File: src/rtl/led_status_sched_pkg.sv
// Shared types and helpers for the status LED scheduler.
package led_sched_pkg;

  typedef enum logic [1:0] {
    ST_IDLE = 2'd0,
    ST_ON   = 2'd1,
    ST_OFF  = 2'd2,
    ST_GAP  = 2'd3
  } state_e;

  localparam int BLINK_W = 3;

  // Bits needed to hold 'value'; never returns less than 1.
  function automatic int clogb2(input int value);
    int v;
    int r;
    v = value;
    for (r = 0; v > 0; r++) v = v >> 1;
    if (r == 0) r = 1;
    return r;
  endfunction

endpackage

File: src/rtl/led_status_sched_if.sv
// Requester-side bundle of the status LED scheduler.
interface led_status_sched_if #(
  parameter int N_REQ = 4
);
  // req is a level request; the scheduler acknowledges by raising the one-hot
  // grant, holds it for the whole code and drops it together with the done pulse.
  logic [N_REQ-1:0]   req;
  logic [3*N_REQ-1:0] blink_cnt;
  logic               led;
  logic [N_REQ-1:0]   grant;
  logic               busy;
  logic               done;

  modport master (output req, blink_cnt, input led, grant, busy, done);
  modport slave  (input req, blink_cnt, output led, grant, busy, done);
endinterface

File: src/rtl/led_status_sched_tick_gen.sv
// Time-base prescaler: one-cycle tick every CYC_PER_TICK cycles, sync clear.
module led_tick_gen
  import led_sched_pkg::*;
#(
  parameter int CYC_PER_TICK = 10
) (
  input  logic clk,
  input  logic rst_n,
  input  logic clr,
  output logic tick
);

  localparam int CW = clogb2(CYC_PER_TICK - 1);
  localparam logic [CW-1:0] LAST = CW'(CYC_PER_TICK - 1);

  logic [CW-1:0] cnt;

  always_ff @(posedge clk or negedge rst_n) begin
    if (!rst_n) begin
      cnt <= '0;
    end else if (clr || cnt == LAST) begin
      cnt <= '0;
    end else begin
      cnt <= cnt + 1'b1;
    end
  end

  assign tick = (cnt == LAST);

endmodule

File: src/rtl/led_status_sched.sv
// Plays one requester's blink code on the status LED; fixed priority, lowest index wins.
// Optional LED_SCHED_HEARTBEAT_EN: 1 Hz heartbeat on the LED while idle.
module led_status_sched
  import led_sched_pkg::*;
#(
  parameter int P_CLK_FREQ_HZ = 50000000,
  parameter int P_TICK_HZ     = 10,
  parameter int N_REQ         = 4,
  parameter int P_ON_TICKS    = 2,
  parameter int P_OFF_TICKS   = 2,
  parameter int P_GAP_TICKS   = 5
) (
  input  logic   clk,
  input  logic   rst_n,
  led_status_sched_if.slave bus,
  output state_e dbg_state
);

  localparam int CYC_PER_TICK = P_CLK_FREQ_HZ / P_TICK_HZ;
  localparam int MAX_ONOFF    = (P_ON_TICKS > P_OFF_TICKS) ? P_ON_TICKS : P_OFF_TICKS;
  localparam int MAX_TICKS    = (MAX_ONOFF > P_GAP_TICKS) ? MAX_ONOFF : P_GAP_TICKS;
  localparam int PH_W         = clogb2(MAX_TICKS);
  localparam logic [PH_W-1:0] ON_LAST  = PH_W'(P_ON_TICKS - 1);
  localparam logic [PH_W-1:0] OFF_LAST = PH_W'(P_OFF_TICKS - 1);
  localparam logic [PH_W-1:0] GAP_LAST = PH_W'(P_GAP_TICKS - 1);

  state_e               state;
  logic                 led_q;
  logic [N_REQ-1:0]     grant_q;
  logic                 busy_q;
  logic                 done_q;
  logic [PH_W-1:0]      phase_cnt;
  logic [BLINK_W-1:0]   blinks_left;

  logic [N_REQ-1:0]     elig;
  logic [N_REQ-1:0]     win_oh;
  logic [BLINK_W-1:0]   win_cnt;
  logic                 start;
  logic                 tick;

  always_comb begin
    elig    = '0;
    win_cnt = '0;
    for (int i = 0; i < N_REQ; i++) begin
      elig[i] = bus.req[i] && (bus.blink_cnt[BLINK_W*i +: BLINK_W] != '0);
    end
    // Isolate the lowest set bit: lowest index has priority.
    win_oh = elig & (~elig + 1'b1);
    for (int i = 0; i < N_REQ; i++) begin
      if (win_oh[i]) win_cnt = bus.blink_cnt[BLINK_W*i +: BLINK_W];
    end
  end

  assign start = (state == ST_IDLE) && (elig != '0);

  led_tick_gen #(
    .CYC_PER_TICK (CYC_PER_TICK)
  ) u_tick (
    .clk   (clk),
    .rst_n (rst_n),
    .clr   (start),
    .tick  (tick)
  );

`ifdef LED_SCHED_HEARTBEAT_EN
  localparam int HB_HALF = P_CLK_FREQ_HZ / 2;
  localparam int HB_W    = clogb2(HB_HALF - 1);
  localparam logic [HB_W-1:0] HB_LAST = HB_W'(HB_HALF - 1);

  logic [HB_W-1:0] hb_cnt;
  logic            hb_tick;

  // Free-running: sequences do not disturb the heartbeat phase.
  always_ff @(posedge clk or negedge rst_n) begin
    if (!rst_n) begin
      hb_cnt <= '0;
    end else if (hb_cnt == HB_LAST) begin
      hb_cnt <= '0;
    end else begin
      hb_cnt <= hb_cnt + 1'b1;
    end
  end

  assign hb_tick = (hb_cnt == HB_LAST);
`endif

  always_ff @(posedge clk or negedge rst_n) begin
    if (!rst_n) begin
      state       <= ST_IDLE;
      led_q       <= 1'b0;
      grant_q     <= '0;
      busy_q      <= 1'b0;
      done_q      <= 1'b0;
      phase_cnt   <= '0;
      blinks_left <= '0;
    end else begin
      done_q <= 1'b0;
      case (state)
        ST_IDLE: begin
          if (start) begin
            state       <= ST_ON;
            led_q       <= 1'b1;
            busy_q      <= 1'b1;
            grant_q     <= win_oh;
            blinks_left <= win_cnt;
            phase_cnt   <= '0;
          end
`ifdef LED_SCHED_HEARTBEAT_EN
          else if (hb_tick) begin
            led_q <= ~led_q;
          end
`endif
        end
        ST_ON: begin
          if (tick) begin
            if (phase_cnt == ON_LAST) begin
              state     <= ST_OFF;
              led_q     <= 1'b0;
              phase_cnt <= '0;
            end else begin
              phase_cnt <= phase_cnt + 1'b1;
            end
          end
        end
        ST_OFF: begin
          if (tick) begin
            if (phase_cnt == OFF_LAST) begin
              phase_cnt   <= '0;
              blinks_left <= blinks_left - 1'b1;
              if (blinks_left != BLINK_W'(1)) begin
                state <= ST_ON;
                led_q <= 1'b1;
              end else begin
                state <= ST_GAP;
              end
            end else begin
              phase_cnt <= phase_cnt + 1'b1;
            end
          end
        end
        ST_GAP: begin
          if (tick) begin
            if (phase_cnt == GAP_LAST) begin
              state     <= ST_IDLE;
              done_q    <= 1'b1;
              busy_q    <= 1'b0;
              grant_q   <= '0;
              led_q     <= 1'b0;
              phase_cnt <= '0;
            end else begin
              phase_cnt <= phase_cnt + 1'b1;
            end
          end
        end
        default: state <= ST_IDLE;
      endcase
    end
  end

  assign bus.led   = led_q;
  assign bus.grant = grant_q;
  assign bus.busy  = busy_q;
  assign bus.done  = done_q;
  assign dbg_state = state;

endmodule
File: src/flat_wrapper.sv
// flat-port wrapper written by rule: the top's interface ports become plain ports
module led_status_sched_flat import led_sched_pkg::*;
#(
  parameter int P_CLK_FREQ_HZ = 50000000,
  parameter int P_TICK_HZ     = 10,
  parameter int N_REQ         = 4,
  parameter int P_ON_TICKS    = 2,
  parameter int P_OFF_TICKS   = 2,
  parameter int P_GAP_TICKS   = 5
)
  (clk, rst_n, dbg_state, bus_req, bus_blink_cnt, bus_led, bus_grant, bus_busy, bus_done);
  led_status_sched_if #(.N_REQ(N_REQ)) bus_i ();
  input  logic clk;
  input  logic rst_n;
  output state_e dbg_state;
  input wire logic [$bits(bus_i.req)-1:0] bus_req;
  input wire logic [$bits(bus_i.blink_cnt)-1:0] bus_blink_cnt;
  output wire logic [$bits(bus_i.led)-1:0] bus_led;
  output wire logic [$bits(bus_i.grant)-1:0] bus_grant;
  output wire logic [$bits(bus_i.busy)-1:0] bus_busy;
  output wire logic [$bits(bus_i.done)-1:0] bus_done;
  assign bus_i.req = bus_req;
  assign bus_i.blink_cnt = bus_blink_cnt;
  assign bus_led = bus_i.led;
  assign bus_grant = bus_i.grant;
  assign bus_busy = bus_i.busy;
  assign bus_done = bus_i.done;
  led_status_sched #(.P_CLK_FREQ_HZ(P_CLK_FREQ_HZ), .P_TICK_HZ(P_TICK_HZ), .N_REQ(N_REQ), .P_ON_TICKS(P_ON_TICKS), .P_OFF_TICKS(P_OFF_TICKS), .P_GAP_TICKS(P_GAP_TICKS)) u_core (.clk(clk), .rst_n(rst_n), .bus(bus_i), .dbg_state(dbg_state));
endmodule
File: config.mk
export PLATFORM = sky130hd
export DESIGN_NAME = led_status_sched_flat
export DESIGN_NICKNAME = d
export VERILOG_FILES = /design/src/rtl/led_status_sched_pkg.sv /design/src/rtl/led_status_sched_if.sv /design/src/rtl/led_status_sched_tick_gen.sv /design/src/rtl/led_status_sched.sv /design/src/flat_wrapper.sv
export SDC_FILE = /design/constraint.sdc
export NUM_CORES = 1
export LEC_CHECK = 0
export ABC_AREA = 1
export BUFFER_PORTS_ARGS = -buffer_cell sky130_fd_sc_hd__buf_2
export CAP_MARGIN = 20
export CORE_ASPECT_RATIO = 1.25
export CORE_MARGIN = 4
export CORE_UTILIZATION = 55
export CTS_BUF_LIST = sky130_fd_sc_hd__clkbuf_8
export CTS_CLUSTER_DIAMETER = 150
export CTS_CLUSTER_SIZE = 20
export DETAILED_ROUTE_END_ITERATION = 10
export PLACE_DENSITY = 0.79
export SKIP_CTS_REPAIR_TIMING = 1
export SLEW_MARGIN = 20
export SYNTH_ARGS = -nofsm -noshare
export SYNTH_HDL_FRONTEND = slang
export SYNTH_HIERARCHICAL = 1
export SYNTH_SLANG_ARGS = --single-unit
export TNS_END_PERCENT = 1
File: constraint.sdc
create_clock -name clk -period 1.85 [get_ports clk]
set_clock_uncertainty 0.05 [all_clocks]
set_input_delay 0.185 -clock clk [delete_from_list [all_inputs] [get_ports clk]]
set_output_delay 0.185 -clock clk [all_outputs]
set_load 0.005 [all_outputs]
Word-level counts from Yosys, hierarchy flattened
Index checks and enable logic that the tools add are counted.
Cells by class
  $mul: 0
  div/mod/pow operators: 0
  bitwise logic cells: 2
  order comparisons: 0
  shifts and indexed selects: 0
  multiplexer cells: 41
  equal/unequal tests: 16
  add/sub/neg operators: 4
  reduce and logical (&&, ||, !) cells: 20
Operators with widths (count)
  two-way mux 3 bit: 12
  adder 23 x 1 -> 23 bit (second input constant): 1
  equality test 23 bit (second input constant): 1
  two-way mux 23 bit: 1
  two-way mux 2 bit: 8
  inequality test 2 x 1 -> 1 bit (second input constant): 8
  two-way mux 4 bit: 3
  nonzero test 3 bit: 4
  two-way mux 1 bit: 11
  one-hot mux 3 bit (3 select lines): 1
  one-hot mux 2 bit (4 select lines): 1
  one-hot mux 4 bit (2 select lines): 1
  AND reduction 4 bit: 2
  AND reduction 8 bit: 1
  AND reduction 7 bit: 1
  one-hot mux 3 bit (2 select lines): 1
  logical AND 1 bit: 5
  adder 4 x 1 -> 4 bit (second input constant): 1
  bitwise AND 4 bit: 1
  equality test 2 bit (second input constant): 2
  NOT 4 bit: 1
  one-hot mux 1 bit (4 select lines): 1
  nonzero test 2 bit: 2
  nonzero test 4 bit: 1
  other kinds (12): 12
Word-level totals
  logic and storage cells: 91
  flip-flop bits (word level): 38
  bits in latches: 0
  bits in read-only memories: 0
  memories kept: 0
  bits of input ports: 18
  RAM bits: 0
  output and inout port bits: 9

Depth between registers and ports, before layout
  depth in word-level cells: 11
  gate-level depth with buffers: 13
  mapped depth without buffers: 13

Modules after synthesis
The synthesis kept the hierarchy.
By module, submodules not included
  led_tick_gen: cells an instance 214, instances 1, area an instance 1476.4 um^2, seq. area each 575.6 um^2
  led_status_sched: cells an instance 153, instances 1, area an instance 1092.3 um^2, seq. area each 375.4 um^2

Worst setup path before layout
Ideal clock, no wire load.
  path type: reg-to-reg
  start point: register u_core.u_tick.cnt[0]
  end point: register u_core.led_q, in the netlist u_core/bus.led
  setup time: 0.123 ns
  data arrival time: 1.876 ns
  required time: 1.677 ns
  stages on the path, launching flop included: 13
  path buffers: 0
  path slack: -0.199 ns
  clock period less this slack: 2.049 ns
  cells stage by stage: dfrtp_1 ha_1 inv_1 nor2_4 nand2_1 nor3_1 inv_1 nand2_1 nand3_1 nor2_1 nand2_2 o21ai_0 nand2_1
Between the ends
  word-level cells in the longest chain between the ends: 3
  elaborated cells between the ends (all ways): 5
  classes of those cells: eq/ne (4); reduce/logical (1)
Ends and longest elaborated chain
  from (decl): RTL line led_status_sched_tick_gen.sv:16  | logic [CW-1:0] cnt;
  from (signal assigned): RTL line led_status_sched_tick_gen.sv:24  | cnt <= cnt + 1'b1;
  equality test 23 bit (*): RTL line led_status_sched_tick_gen.sv:28  | assign tick = (cnt == LAST);
  named net u_core.tick: RTL line led_status_sched.sv:39  | logic tick;
  inequality test 2 x 1 -> 1 bit (no source line)
  AND reduction 8 bit (no source line) (*)
  to (signal assigned): RTL line led_status_sched.sv:90  | led_q <= 1'b0;
  to (signal assigned): RTL line led_status_sched.sv:102  | led_q <= 1'b1;
  to (signal assigned): RTL line led_status_sched.sv:118  | led_q <= 1'b0;
  to (decl): RTL line led_status_sched.sv:28  | logic led_q;
The timed path passes the listed nets; every way through them passes the cells marked *.
A chain may end at the register's enable or synchronous reset.

Worst setup path in the final report
Ends and elaborated chain as after synthesis.

==> flow_results.org <==
** Final layout
- The number of antenna diodes in the final layout is 0.
- Area Overhead vs Synth :: 23.19%
- Final non-filler cell total :: 490
- Net total in the final layout :: 459
- Cells with a size suffix above 1 make up roughly 24% of the layout.

** STA
- The hold violation count in the final report came to 0.
- Setup violations remaining at the end of the flow were counted as 0.
- Slew of the pin with the lowest slew margin :: between 0.4 and 0.5 ns
- Slew margin rel. :: about 68%
- RSZ-0062 raised after global routing :: true
- Minimum period implied by the final worst setup slack :: between 1.5 and 2 ns
- Final number of max-transition violations :: 0
- Maximum operating frequency :: approximately 0.56 GHz
- Worst setup margin :: about 0.065 ns
- The worst path uses a little over nine tenths of the clock period.

** Worst setup path
- Worst path top cell family by delay :: simple AND/OR/NAND/NOR gates
- Crit path arrival time :: about 1.9 ns
- The number of buffers and inverters on the critical path is 2.
- Number of cells on the critical path :: 12
- Along the worst path, the maximum fanout reaches 4.
- Critical path launch point :: u_core/u_tick/cnt[0]$_DFF_PN0_
- The worst setup path is captured at a flip-flop.
- Number of cells on the worst reg-to-reg path :: 12
- Worst setup slack for register-to-register paths :: roughly 0.065 ns
- Crit path max-delay cell type :: dfrtp_1
- For this run, the slowest stage of the critical path takes around 0.36 ns.
- Critical path capture point :: u_core/bus.led$_DFFE_PN0P_
- Worst Path Required :: roughly 2.0 ns
- The startpoint identified for the worst register-to-register timing path is u_core/u_tick/cnt[0]$_DFF_PN0_.
- The endpoint identified for the worst register-to-register timing path is u_core/bus.led$_DFFE_PN0P_.
- The worst setup path is of the flip-flop to flip-flop kind.
- The worst setup path is launched from a flip-flop.
- CP Cell Sequence :: ha_2, inv_2, nor2_4, nand2_4, nor3_4, inv_2, nand2_2, nand3_2, nor2_2, nand2_2, o21ai_2, nand2_1

** Die
- Die outline area :: just under 6000 um^2
- Die boundary width :: slightly below 70 um
- The initial utilization of the core area, before any placement, comes to a little under 60%.
- In this run the vertical extent of the chip is 84.41 um.
- Row generation in the floorplan step produced 27 rows.
- Core region area :: 4459 um^2
- Ports placed on the boundary :: 27

** Global routing
- Overall overflow remaining after global route :: 0
- First-pass GRT wire length :: approximately 9700 um
- Total Routing Usage GR :: 20.32%
- The initial antenna violation count came to 0.
- Vias in the first global route :: roughly 2400
- Pin count of the biggest net entering global routing :: 39

** Pwr
- After layout, the design draws a total of ~1.5 mW.
- Power spread over the standard cell area amounts to between 400 and 500 nW/um^2.
- Across the VDD grid, the largest voltage drop is about 400 uV.
- Standby leakage power :: 1.641 nW

** Status
- The run finished with clean final reports.

** Clocking
- The clock drives 38 sinks.
- In this run, CTS created clock tree buffers numbering 5.
- CTS placed an instance of clkbuf_8 at the clock tree root.
- The clock reaches the later pin of the worst-skew pair after just under 0.3 ns.
- Clock transition at the registers of the reported paths :: approximately 0.07 ns
- Counting along the longest clock path gives a buffer depth of 2.
- CTS H-Tree Depth :: 2
- TritonCTS built the clock tree.

** Detailed routing
- First drt pass iteration count :: 4
- The first routing iteration left around 150 violations.
- The final layout contains routed wiring with a total length of 5752 um.
- Vias :: roughly 2500
- The count of nets left with antenna violations once routing finished came out at 0.
- After detailed routing, the number of remaining DRC violations is 0.
- In the final routed layout, each cell accounts on average for between 10 and 15 um.
- After detailed routing, the number of vias per cell comes to ~5.

** Placed design
- Worst setup timing slack at the placement stage :: -0.06194 ns
- Global placer's final weighted congestion :: roughly 0.95
- Post-DP HPWL :: about 4500 um
- In this run, placement finished with an instance count of ~480.
- Count of input and output buffers :: 26

** Synth
- Number of synthesized register bits :: 38
- After synthesis, the largest area contributor takes up 37.02% of total cell area.
- Cell type with the highest aggregate area in the netlist :: dfrtp_1
- Cell Area, Synth :: 2569 um^2
- Synthesis produced approximately 370 cells.
- Leading cell types by total area after synthesis :: dfrtp_1 37%, nand2_1 15%, nor2_1 10%
- Mean post-synth cell area :: about 7 um^2
- The synthesized netlist contains 30 unique library cells.
- The number of nets in the synthesized netlist is slightly below 400.
- The Yosys step of the flow raised 6 warnings.
- Summing the sequential cell areas from Yosys gives ~37% of the chip area.

** Run
- Total of max-cap violations :: 0

** Hold path
- Worst hold-check path type :: primary input to flip-flop
layer usage:
| layer | share of wire, % | wire length [um] | vias up | GRT usage [%] |
|---|---|---|---|---|
| li1 | - | - | 1270 | - |
| met1 | 41 | 2343 | 1106 | 21.21 |
| met2 | 51 | 2958 | 78 | 38.89 |
| met3 | 4.9 | 281 | 18 | 2.994 |
| met4 | 3.0 | 170 | 0 | 10.12 |
| met5 | 0 | 0 | - | 0 |
worst min-delay path, delay by kind of cell:
family | cells | cell delay [ns]
AO/OA/AOI/OAI | 1 | 0.07
buffers and inverters | 1 | 0.09
AND/OR/NAND/NOR | 3 | 0.16
cell families after synthesis:
kind of cell / Yosys count / synth area share (%)
simple gates: 231 / 40.04
buf+inv: 50 / 7.891
flops: 38 / 37.02
compound gates: 26 / 6.040
xor+xnor: 11 / 3.751
fa+ha+maj: 10 / 4.871
mux: 1 / 0.3897
placed cells by master, fill, tap and decap left out, types with 2 or more instances in the layout:
cell type / instances
nand3_2: 3
buf_2: 26
nand4_1: 5
nand2_1: 102
xnor2_1: 2
xor2_1: 9
ha_1: 9
nor2_4: 5
inv_1: 45
o21ai_0: 11
nor2_1: 67
nor3_2: 3
o21bai_1: 3
buf_4: 31
inv_2: 4
nand2_4: 3
a21oi_1: 5
dfrtp_1: 38
clkbuf_8: 6
a21oi_2: 2
nand2_2: 9
nor2_2: 6
nand3_1: 24
metrics by stage:
| stage | cell area (um^2) | hold WS [ns] | TNS, ns | utilization, % |
|---|---|---|---|---|
| global placement | 2983 | 0.2085 | 0 | 66.89 |
| finish | 3164 | 0.1825 | 0 | 70.96 |
| floorplan | 2587 | -0.1606 | 0 | - |
| global route | 3164 | 0.2058 | -0.3229 | 70.96 |
| detailed placement | 2983 | 0.2153 | -0.09860 | 66.89 |
| CTS | 3074 | -0.1091 | -0.1474 | 68.94 |
how the worst min path moves through the flow:
| stage | from | end | slack, ns | depth (start not counted) |
|---|---|---|---|---|
| final | bus_blink_cnt[7] | u_core/blinks_left[1]$_DFFE_PN0P_ | 0.18 | 5 |
| after global routing | bus_blink_cnt[7] | u_core/blinks_left[1]$_DFFE_PN0P_ | 0.21 | 5 |
| after CTS | rst_n | u_core/u_tick/cnt[16]$_DFF_PN0_ | -0.11 | 2 |
| after detailed placement | rst_n | u_core/u_tick/cnt[19]$_DFF_PN0_ | 0.22 | 2 |
| after global placement | rst_n | u_core/u_tick/cnt[19]$_DFF_PN0_ | 0.21 | 2 |
| after floorplan | rst_n | u_core/blinks_left[0]$_DFFE_PN0P_ | -0.16 | 0 |
synthesized netlist by cell type:
cell type  instances
nand2_1          104
nor2_1            69
inv_1             46
dfrtp_1           38
nand3_1           26
o21ai_0           12
ha_1              10
xor2_1             9
nand2_2            8
a21oi_1            6
nand4_1            5
nor2_2             5
nor2_4             4
nor3_1             3
o21bai_1           3
buf_6              2
inv_2              2
nand2_4            2
xnor2_1            2
a21boi_0           1
a21oi_2            1
a31oi_1            1
and2_1             1
mux2i_1            1
nand3_2            1
nand3b_1           1
nor2_8             1
nor3_2             1
o211ai_2           1
o21a_1             1
power breakdown:
part           internal (mW)  total (mW)  leakage, nW  switching, mW
Sequential             0.830       0.830        0.501              0
Combinational         0.0296      0.0819         1.09         0.0523
Clock                  0.295       0.581       0.0524          0.286
area by class of cell:
class	count	area, um^2
Tap cell	58	72.57
Inverter	48	180.2
Multi-Input combinational cell	279	1476
Clock buffer	6	82.58
Timing Repair Buffer	59	392.9
Fill cell	380	1295
Sequential cell	38	950.9
Clock inverter	2	8.758
sequential cells by signal, summed over array words and instances (netlist names):
| signal | cells |
|---|---|
| u_core/bus.done | 1 |
| u_core/blinks_left | 3 |
| u_core/bus.busy | 1 |
| u_core/bus.grant | 4 |
| u_core/phase_cnt | 3 |
| u_core/dbg_state | 2 |
| u_core/bus.led | 1 |
| u_core/u_tick/cnt | 23 |
No activity file was read; power rests on OpenSTA's default activity.
